==> config.mk <==
export PLATFORM = sky130hd
export DESIGN_NAME = oam_dma_master
export DESIGN_NICKNAME = d
export VERILOG_FILES = /design/src/rtl/nes_bus_pkg.sv /design/src/rtl/oam_dma_master.sv
export SDC_FILE = /design/constraint.sdc
export NUM_CORES = 1
export LEC_CHECK = 0
export BUFFER_PORTS_ARGS = -buffer_cell sky130_fd_sc_hd__buf_4
export CORE_MARGIN = 2
export CORE_UTILIZATION = 47
export CTS_CLUSTER_SIZE = 14
export DETAILED_ROUTE_END_ITERATION = 10
export GPL_ROUTABILITY_DRIVEN = 1
export PLACE_DENSITY = 0.8
export SKIP_LAST_GASP = 1
export SLEW_MARGIN = 20
export SYNTH_ARGS = -nofsm -noshare
export SYNTH_HDL_FRONTEND = slang
export SYNTH_SLANG_ARGS = --single-unit
==> constraint.sdc <==
create_clock -name clk -period 1.6 [get_ports clk]
set_input_delay 0.48 -clock clk [delete_from_list [all_inputs] [get_ports clk]]
set_output_delay 0.48 -clock clk [all_outputs]
set_load 0.005 [all_outputs]
==> src/rtl/nes_bus_pkg.sv <==
// Shared NES system-bus constants and the OAM DMA state encoding.
package nes_bus_pkg;

  localparam logic [15:0] PPU_OAMDATA_ADDR = 16'h2004;
  localparam logic [15:0] OAM_DMA_REG_ADDR = 16'h4014;
  localparam int unsigned OAM_DMA_XFER_LEN = 256;

  typedef enum logic [2:0] {
    IDLE,
    HALT,
    ALIGN,
    READ,
    WRITE
  } oam_dma_state_t;

endpackage

==> src/rtl/oam_dma_master.sv <==
// OAM DMA bus master: a $4014 write halts the CPU and copies {page,00..FF} into $2004.
// Define OAM_DMA_ODD_ALIGN_EN for the extra alignment cycle when the halt lands on an odd cycle.
module oam_dma_master
  import nes_bus_pkg::*;
#(
  parameter logic [15:0] DMA_REG_ADDR = OAM_DMA_REG_ADDR,
  parameter logic [15:0] OAMDATA_ADDR = PPU_OAMDATA_ADDR,
  parameter int unsigned XFER_LEN     = OAM_DMA_XFER_LEN
) (
  input  logic        clk,
  input  logic        reset,
  input  logic        cpu_ce,
  input  logic [15:0] cpu_addr,
  input  logic [7:0]  cpu_wdata,
  input  logic        cpu_rwe,
  input  logic [7:0]  bus_rdata,
  output logic        cpu_halt,
  output logic        dma_active,
  output logic [15:0] bus_addr,
  output logic [7:0]  bus_wdata,
  output logic        bus_rwe,
  output logic        done_pulse
);

  localparam logic [7:0] LastIdx = 8'(XFER_LEN - 1);

  oam_dma_state_t state_q, state_d;
  logic [7:0]  page_q, page_d;
  logic [7:0]  idx_q, idx_d;
  logic        halt_q, halt_d;
  logic [15:0] addr_q, addr_d;
  logic [7:0]  wdata_q, wdata_d;
  logic        rwe_q, rwe_d;
  logic        done_q, done_d;

`ifdef OAM_DMA_ODD_ALIGN_EN
  // 0 on even CPU cycles counted from reset.
  logic parity_q;

  always_ff @(posedge clk) begin
    if (reset) begin
      parity_q <= 1'b0;
    end else if (cpu_ce) begin
      parity_q <= ~parity_q;
    end
  end
`endif

  always_ff @(posedge clk) begin
    if (reset) begin
      state_q <= IDLE;
      page_q  <= 8'h00;
      idx_q   <= 8'h00;
      halt_q  <= 1'b0;
      addr_q  <= 16'h0000;
      wdata_q <= 8'h00;
      rwe_q   <= 1'b0;
      done_q  <= 1'b0;
    end else begin
      state_q <= state_d;
      page_q  <= page_d;
      idx_q   <= idx_d;
      halt_q  <= halt_d;
      addr_q  <= addr_d;
      wdata_q <= wdata_d;
      rwe_q   <= rwe_d;
      done_q  <= done_d;
    end
  end

  always_comb begin
    state_d = state_q;
    page_d  = page_q;
    idx_d   = idx_q;
    halt_d  = halt_q;
    addr_d  = addr_q;
    wdata_d = wdata_q;
    rwe_d   = rwe_q;
    done_d  = 1'b0;
    if (cpu_ce) begin
      unique case (state_q)
        IDLE: begin
          if (cpu_rwe && (cpu_addr == DMA_REG_ADDR)) begin
            page_d  = cpu_wdata;
            idx_d   = 8'h00;
            halt_d  = 1'b1;
            state_d = HALT;
          end
        end
        HALT: begin
          state_d = READ;
          addr_d  = {page_q, idx_q};
          rwe_d   = 1'b0;
`ifdef OAM_DMA_ODD_ALIGN_EN
          if (parity_q) begin
            state_d = ALIGN;
            addr_d  = 16'h0000;
          end
`endif
        end
        ALIGN: begin
          state_d = READ;
          addr_d  = {page_q, idx_q};
          rwe_d   = 1'b0;
        end
        READ: begin
          state_d = WRITE;
          addr_d  = OAMDATA_ADDR;
          wdata_d = bus_rdata;
          rwe_d   = 1'b1;
        end
        WRITE: begin
          // idx wraps within 8 bits; the page byte is never carried into.
          idx_d = idx_q + 8'd1;
          if (idx_q == LastIdx) begin
            state_d = IDLE;
            halt_d  = 1'b0;
            addr_d  = 16'h0000;
            wdata_d = 8'h00;
            rwe_d   = 1'b0;
            done_d  = 1'b1;
          end else begin
            state_d = READ;
            addr_d  = {page_q, idx_d};
            rwe_d   = 1'b0;
          end
        end
        default: state_d = IDLE;
      endcase
    end
  end

  assign cpu_halt   = halt_q;
  assign dma_active = (state_q != IDLE);
  assign bus_addr   = addr_q;
  assign bus_wdata  = wdata_q;
  assign bus_rwe    = rwe_q;
  assign done_pulse = done_q;

endmodule

==> results of run 1 <==
==> power by group through the flow <==
stage | Combinational [mW] | Sequential, mW | Clock, mW
after detailed placement | 0.123 | 1.17 | 0
after CTS | 0.124 | 1.14 | 0.893
after floorplan | 0.0419 | 1.17 | 0
after global routing | 0.152 | 1.14 | 0.928
after global placement | 0.121 | 1.17 | 0
final | 0.143 | 1.14 | 0.890
==> kinds of logic after synthesis <==
family                   synth area share
AO/OA/AOI/OAI                       0.267
multiplexers                       0.0381
AND/OR/NAND/NOR                     0.212
XOR/XNOR                          0.00741
adder cells (fa/ha/maj)           0.00529
buffers and inverters              0.0809
flip-flops                          0.389
==> flip-flops by register name, indices dropped and copies added, names as in the netlist <==
name / count
bus_rwe: 1
bus_wdata: 8
page_q: 8
idx_q: 8
state_q: 3
done_pulse: 1
bus_addr: 16
cpu_halt: 1
==> placed cells by master (no fill, tap or decap), types with 2 or more instances in the layout <==
master / netlist / final
and3_4: 1 / 3
clkbuf_8: 0 / 5
nor2_1: 19 / 18
o32ai_2: 7 / 7
a31oi_1: 2 / 2
o211ai_1: 3 / 3
o21ai_4: 1 / 3
nand4b_1: 2 / 2
xor2_1: 2 / 2
nor3_2: 0 / 2
mux2i_1: 9 / 9
buf_4: 2 / 96
nor4_4: 0 / 2
o221a_1: 2 / 2
a211oi_2: 4 / 4
dfxtp_1: 46 / 43
nand4_1: 12 / 12
nand2_1: 32 / 32
o21ai_2: 0 / 11
nand3_1: 6 / 6
dfxtp_4: 0 / 2
a311oi_1: 3 / 3
inv_1: 12 / 12
buf_6: 4 / 11
a21oi_1: 20 / 19
a311oi_2: 2 / 2
o21ai_0: 19 / 6
==> per-layer routing <==
metal	vias to the layer above	track usage	part of all wire
met5	-	0	0
met4	0	0.103	0.032
met3	25	0.0442	0.078
met2	158	0.407	0.50
met1	1196	0.312	0.39
li1	1165	-	-
==> worst max-delay path, cell delays in order, from the launching register on <==
cell and delay (ps):
dfxtp_4 360, or3_4 400, buf_6 130, buf_6 100
==> worst paths after layout <==
kind / slack [ps] / from / cells after the start / to
setup / recovery: -160 / state_q[1] / 3 / dma_active
hold / removal: 420 / cpu_wdata[3] / 3 / page_q[3]
setup reg to reg: -80 / state_q[1] / 6 / state_q[0]
hold reg to reg: 470 / bus_wdata[3] / 2 / bus_wdata[3]
==> area by class of cell <==
type / count / area share
multi-input combinational: 186 / 0.418
sequential: 46 / 0.266
timing repair buffer: 108 / 0.247
tap: 67 / 0.0240
clock buffer: 5 / 0.0197
inverter: 12 / 0.0129
clock inverter: 3 / 0.0125
==> per-stage QoR <==
| stage | setup TNS [ps] | util | hold WS [ps] | setup WS [ps] |
|---|---|---|---|---|
| final | -869 | 0.730 | 418 | -162 |
| after global routing | -1830 | 0.730 | 425 | -191 |
| after CTS | -773 | 0.686 | 414 | -166 |
| after detailed placement | -4620 | 0.638 | 469 | -330 |
| after global placement | -2550 | 0.638 | 461 | -182 |
| after floorplan | 0 | - | 448 | 5.78 |
==> repair_timing <==
| item | CTS | global route |
|---|---|---|
| cloned | 2 | 1 |
| setup buffers | 7 | 4 |
| gates resized for setup | 21 | 46 |
| pin swaps | 12 | 30 |
| setup endpoints to repair | 26 | 40 |
==> results.cfg, run 1 <==
[outcome]
status = finished with violations
violations = negative setup slack

[synth]
ys_seq_area_frac = 0.389
synth-edff-count = 0
async_flop_share = 0
synthTopCellsByCount = 46 x dfxtp_1, 32 x nand2_1, 20 x a21oi_1
syn_area_per_cell_sq_um = 8.79
ys_warn_count = 0
yosysUniqueCellTypes = 56
ys_ff_latch = 46
synth_nets = 306
synth_most_common_cell = dfxtp_1
synthesis.area_sq_mm = 0.00236
synth.area.top_cells = dfxtp_1 39%, nand2_1 5.1%, o32ai_2 4.8%
syn_inst = 269
yosysTopAreaCell = dfxtp_1
synth_top_area_frac = 0.389
synth_ff_type = dfxtp_1

[place]
place_inst = 406
place_area_sq_mm = 0.00305
port_buffers = 63
gp_congestion = 0.916
hpwl_um = 4340

[die]
initial_utilization = 0.494
dieArea_sq_mm = 0.00561
die_w_um = 74.9
num_rows = 25
pin_count = 64
core_sq_mm = 0.00479
dieHeight_um = 74.9

[timing]
fin_crit_ps = 1760
hold_viol = 0
fmax_ghz = 0.568
rsz0062_at_grt = yes
fin_skew_ps = 10.9
fin_ws_ps = -162
max_slew_margin = 0.739
drv_slew = 0
worst_pin_slew_ps = 390
finalSetupViolCount = 21
period_share = 1.10

[worst_setup_path]
path_class = register to output port
cp-end-kind = output port
start_kind = register
cp.required_ps = 1120
crit_path_max_fanout = 2
arrival_ps = 1280

[clocking]
htree_levels = 2
clock_path_buffers = 2
cts.clk_slew.worst_paths_ps = 100
cts_tree = yes
numCtsBuffers = 5
clk_latency_ps = 310
clock_sinks = 46
cts_hold_buf = 0
cts_root_buffer = clkbuf_8

[pwr]
leakage_nw = 1.32
sw_frac_of_total = 0.225
combPwrFrac = 0.066
p_total_mw = 2.17
vdd_ir_drop_max_mv = 0.560
power_density_mw_per_mm2 = 622
seqPwrFrac = 0.525
power_frac_clock = 0.410
internal-power_mw = 1.68
p_sw_mw = 0.489

[detailed_routing]
drcViolationCount = 0
first_pass_iters = 6
via_per_inst = 5.96
wl_um = 7390
drt_iter0_drc = 268
post_drt_wl_per_cell_um = 17.3
ant_nets = 0
vias = 2544

[layout]
insertedDiodeCount = 0
multi_input_area_sq_mm = 0.00146
drive_above_1_share = 0.475
syn_to_final_growth_pct = 47.8
instances_no_fill = 427
final-seq-area_sq_um = 930
post-route-cell-area_sq_mm = 0.00350
nFillCells = 355
nNetsFinal = 396

[global_route]
grt_pass1_wl_um = 10600
grt_max_degree = 23
grt_pass1_vias = 2333
grt_use_total = 0.245
antenna_found_initial = 0
grt-ovfl-total = 0

[flow_run]
maxCapViolCount = 0

[worst_hold_path]
hold_path_class = input pin to register
Power figures use the tool's default switching activity.
==> run 2: changes to the inputs <==
--- a/config.mk
+++ b/config.mk
@@ -7,11 +7,11 @@
 export LEC_CHECK = 0
 export BUFFER_PORTS_ARGS = -buffer_cell sky130_fd_sc_hd__buf_4
 export CORE_MARGIN = 2
-export CORE_UTILIZATION = 47
+export CORE_UTILIZATION = 30
 export CTS_CLUSTER_SIZE = 14
 export DETAILED_ROUTE_END_ITERATION = 10
 export GPL_ROUTABILITY_DRIVEN = 1
-export PLACE_DENSITY = 0.8
+export PLACE_DENSITY = 0.56
 export SKIP_LAST_GASP = 1
 export SLEW_MARGIN = 20
 export SYNTH_ARGS = -nofsm -noshare
==> run 2 against run 1 <==
The flow still finishes with violations (negative setup slack); register-to-register slack worse by 20 ps; clock skew increased by 2.1 ps; critical path depth is the same; final cell count grew 11%; worst hold slack got worse by 7.9 ps; sequential cell count stayed put; clock power fell by 17%; non-clock buffer count grew 9; sequential share of layout area is 0.93 points lower; routed wire length fell by 2.1%; largest power group unchanged.
==> results.cfg, run 2 (synthesized netlist as in run 1, its figures left out) <==
[outcome]
status = finished with violations
violations = negative setup slack

[place]
hpwl_um = 4620
port_buffers = 63
place_inst = 447
gp_congestion = 0.808
place_area_sq_mm = 0.00314
pre_cts_slack_ps = -211

[timing]
rsz0062_at_grt = yes
fmax_ghz = 0.568
finalSetupViolCount = 17
max_slew_margin = 0.710
hold_viol = 0
fin_crit_ps = 1760
period_share = 1.10
drv_slew = 0
fin_skew_ps = 13.0
fin_ws_ps = -160
worst_pin_slew_ps = 434

[clocking]
clock_path_buffers = 2
numCtsBuffers = 5
clock_sinks = 46
cts_hold_buf = 0
clk_latency_ps = 310
htree_levels = 2
cts.clk_slew.worst_paths_ps = 100
cts_tree = yes
cts_root_buffer = clkbuf_8

[global_route]
grt_max_degree = 24
antenna_found_initial = 0
grt_pass1_vias = 2301
grt_use_total = 0.163
grt-ovfl-total = 0
grt_pass1_wl_um = 11200

[pwr]
sw_frac_of_total = 0.245
vdd_ir_drop_max_mv = 0.309
p_sw_mw = 0.495
power_frac_clock = 0.366
internal-power_mw = 1.53
leakage_nw = 1.37
combPwrFrac = 0.070
power_density_mw_per_mm2 = 558
seqPwrFrac = 0.565

[worst_setup_path]
r2r_slack_ps = -100
slowest_stage = or3_4
crit_chain = or3_4 > buf_6 > buf_6
slowest_delay_ps = 400
r2r_end = page_q[6]
start_kind = register
cp-end-kind = output port
crit_top_cell = buf_6
crit_path_max_fanout = 2
arrival_ps = 1280
setup.worst_path.start = state_q[1]
r2r_cells = 6
r2r-start = state_q[1]
path_class = register to output port
cp.required_ps = 1120

[layout]
instances_no_fill = 472
largest_reg_flops = 16
fin_util = 0.471
insertedDiodeCount = 0
post-route-cell-area_sq_mm = 0.00362
drive_above_1_share = 0.489
syn_to_final_growth_pct = 53.2
final_common_cell = buf_4
nNetsFinal = 406
final_cell_mix = 98 x buf_4, 41 x dfxtp_1, 32 x nand2_1

[worst_hold_path]
hold_path_class = input pin to register
hp-start = cpu_wdata[2]
hold_end = page_q[2]
hold_depth = 3

[detailed_routing]
vias = 2428
first_pass_iters = 4
drcViolationCount = 0
wl_um = 7230
drt_iter0_drc = 139
ant_nets = 0
post_drt_wl_per_cell_um = 15.3
via_per_inst = 5.14

[die]
core_sq_mm = 0.00769
pin_count = 64
num_rows = 32
dieArea_sq_mm = 0.00861
die_w_um = 92.8
dieHeight_um = 92.8
initial_utilization = 0.308

[flow_run]
maxCapViolCount = 0
-- run 2: how the worst max path moves through the flow --
stage	end	slack (ps)	cells after the start
2_1_floorplan	bus_addr[2]	6	7
3_3_place_gp	bus_wdata[3]	-170	5
3_5_place_dp	page_q[6]	-210	6
4_1_cts	dma_active	-170	3
5_1_grt	dma_active	-200	3
6_report	dma_active	-160	3
-- run 2: power by group through the flow --
stage               registers [mW]  clock network, mW  logic [mW]
floorplan                     1.17                  0      0.0419
CTS                           1.14              0.750       0.132
global placement              1.17                  0       0.129
detailed placement            1.17                  0       0.131
global route                  1.14              0.798       0.153
finish                        1.14              0.739       0.141
-- run 2: cell type report --
cell class,instances,area [sq um]
Clock buffer,5,68.8
Inverter,12,45.0
Timing Repair Buffer,117,980
Clock inverter,3,18.8
Tap cell,102,128
Fill cell,773,4070
Multi-Input combinational cell,187,1450
Sequential cell,46,930
-- run 2: repair_timing --
| item | 4_1_cts | 5_1_grt |
|---|---|---|
| setup endpoints to repair | 38 | 42 |
| buffers inserted | 8 | 5 |
| gates cloned | 2 | 2 |
| gates resized for setup | 23 | 54 |
| pin swaps | 15 | 30 |
| hold endpoints to repair | 0 | 0 |
-- run 2: worst max-delay path: cells and delay by family, from the launching register on --
family	cells	cell delay, ps
simple gates	1	400
buf+inv	2	230
flops	1	340
-- run 2: layer usage --
metal | part of all wire | global-route usage | vias to the layer above
met5 | 0 | 0 | -
met4 | 0.015 | 0.0588 | 0
met3 | 0.052 | 0.0269 | 7
met2 | 0.50 | 0.266 | 59
met1 | 0.44 | 0.218 | 1173
li1 | - | - | 1189
-- run 2: through the flow --
step | TNS (ps) | total power, mW | hold WS (ps)
after floorplan | 0 | 1.21 | 448
after global placement | -5050 | 1.30 | 462
after detailed placement | -5280 | 1.30 | 473
after CTS | -291 | 2.02 | 415
after global routing | -2480 | 2.09 | 423
final | -864 | 2.02 | 410
==> run 3: changes to the inputs <==
--- a/config.mk
+++ b/config.mk
@@ -6,12 +6,14 @@
 export NUM_CORES = 1
 export LEC_CHECK = 0
 export BUFFER_PORTS_ARGS = -buffer_cell sky130_fd_sc_hd__buf_4
+export CAP_MARGIN = 20
 export CORE_MARGIN = 2
 export CORE_UTILIZATION = 30
 export CTS_CLUSTER_SIZE = 14
 export DETAILED_ROUTE_END_ITERATION = 10
 export GPL_ROUTABILITY_DRIVEN = 1
 export PLACE_DENSITY = 0.56
+export RECOVER_POWER = 100
 export SKIP_LAST_GASP = 1
 export SLEW_MARGIN = 20
 export SYNTH_ARGS = -nofsm -noshare
==> run 3 against run 2 <==
The flow still finishes with violations (negative setup slack); die area did not move; final cell count unchanged; maximum frequency is essentially flat; largest cell class unchanged; global-route usage unchanged; clock skew shrank 0.75 ps; largest power group unchanged; clock power barely moved; critical endpoint unchanged.
==> results.cfg, run 3 (synthesized netlist as in run 1, its figures left out) <==
[layout]
final-seq-area_sq_um = 930
largest_reg_flops = 16
nNetsFinal = 406
drive_above_1_share = 0.486
multi_input_area_sq_mm = 0.00145
instances_no_fill = 472
final_cell_mix = 71 x buf_4, 41 x dfxtp_1, 32 x nand2_1
post-route-cell-area_sq_mm = 0.00362
final_common_cell = buf_4
fin_util = 0.471
syn_to_final_growth_pct = 53.0
nFillCells = 772
insertedDiodeCount = 0

[die]
initial_utilization = 0.308
core_sq_mm = 0.00769
pin_count = 64
die_w_um = 92.8
dieHeight_um = 92.8
num_rows = 32
dieArea_sq_mm = 0.00861

[place]
place_inst = 447
gp_congestion = 0.808
hpwl_um = 4620
port_buffers = 63
place_area_sq_mm = 0.00314

[pwr]
leakage_nw = 1.35
p_total_mw = 2.02
vdd_ir_drop_max_mv = 0.310
power_density_mw_per_mm2 = 559

[timing]
max_slew_margin = 0.710
rsz0062_at_grt = yes
hold_viol = 0
final.setup.tns_ps = -903
period_share = 1.10
fmax_ghz = 0.568
fin_skew_ps = 12.2
fin_ws_ps = -160
worst_pin_slew_ps = 434
finalSetupViolCount = 17
fin_crit_ps = 1760
drv_slew = 0

[worst_setup_path]
start_kind = register
cp-end-kind = output port
path_class = register to output port
arrival_ps = 1280
crit_path_max_fanout = 2
cp.required_ps = 1120

[detailed_routing]
via_per_inst = 5.16
wl_um = 7240
first_pass_iters = 4
drt_iter0_drc = 146
post_drt_wl_per_cell_um = 15.3
drcViolationCount = 0
vias = 2435
ant_nets = 0

[clocking]
htree_levels = 2
cts_tree = yes
cts.clk_slew.worst_paths_ps = 100
clk_latency_ps = 310
cts_root_buffer = clkbuf_8
clock_path_buffers = 2
clock_sinks = 46
numCtsBuffers = 5
cts_hold_buf = 0

[outcome]
violations = negative setup slack
status = finished with violations

[global_route]
grt_use_total = 0.163
antenna_found_initial = 0
grt-ovfl-total = 0
grt_max_degree = 24
grt_pass1_wl_um = 11200
grt_pass1_vias = 2301

[worst_hold_path]
hold_path_class = input pin to register

[flow_run]
maxCapViolCount = 0
## run 3: cell type report
cell class              count  share of cell area
multi-input cells         187               0.401
inverters                  12              0.0124
flip-flops and latches     46               0.257
clock inverters             3             0.00519
well taps                 102              0.0353
clock buffers               5              0.0190
repair buffers            117               0.270
## run 3: per-layer routing
layer / vias to the layer above / global-route usage / share of wire
met2: 56 / 0.266 / 0.49
met3: 7 / 0.0269 / 0.046
met4: 0 / 0.0588 / 0.015
met5: - / 0 / 0
met1: 1181 / 0.218 / 0.44
li1: 1191 / - / -
## run 3: where the power goes
group | internal [mW] | total [mW] | leakage [nW] | switching, mW
clock network | 0.308 | 0.740 | 0.0483 | 0.432
logic | 0.0767 | 0.141 | 0.933 | 0.0640
registers | 1.14 | 1.14 | 0.373 | 0.00000189
total | 1.53 | 2.02 | 1.35 | 0.496
## run 3: timing repair
item	CTS	global route
pin swaps	15	30
cloned	2	2
endpoints found under the setup margin	38	42
gates resized for setup	23	54
setup buffers	8	5
## run 3: worst max-delay path, stage by stage, from the launching register on
cell and delay, ps:
dfxtp_2 340, or3_4 400, buf_6 130, buf_6 100
## run 3: worst paths after layout
kind	cells past startpoint	startpoint	slack [ps]	to
setup / recovery	3	state_q[1]	-160	dma_active
hold / removal	3	cpu_wdata[2]	410	page_q[2]
setup reg to reg	6	state_q[1]	-100	page_q[6]
hold reg to reg	2	bus_wdata[0]	470	bus_wdata[0]
## run 3: per-stage QoR
step	setup WS (ps)	hold WS, ps
final	-160	410
after global routing	-196	423
after CTS	-170	415
after detailed placement	-211	473
after global placement	-174	462
after floorplan	5.78	448
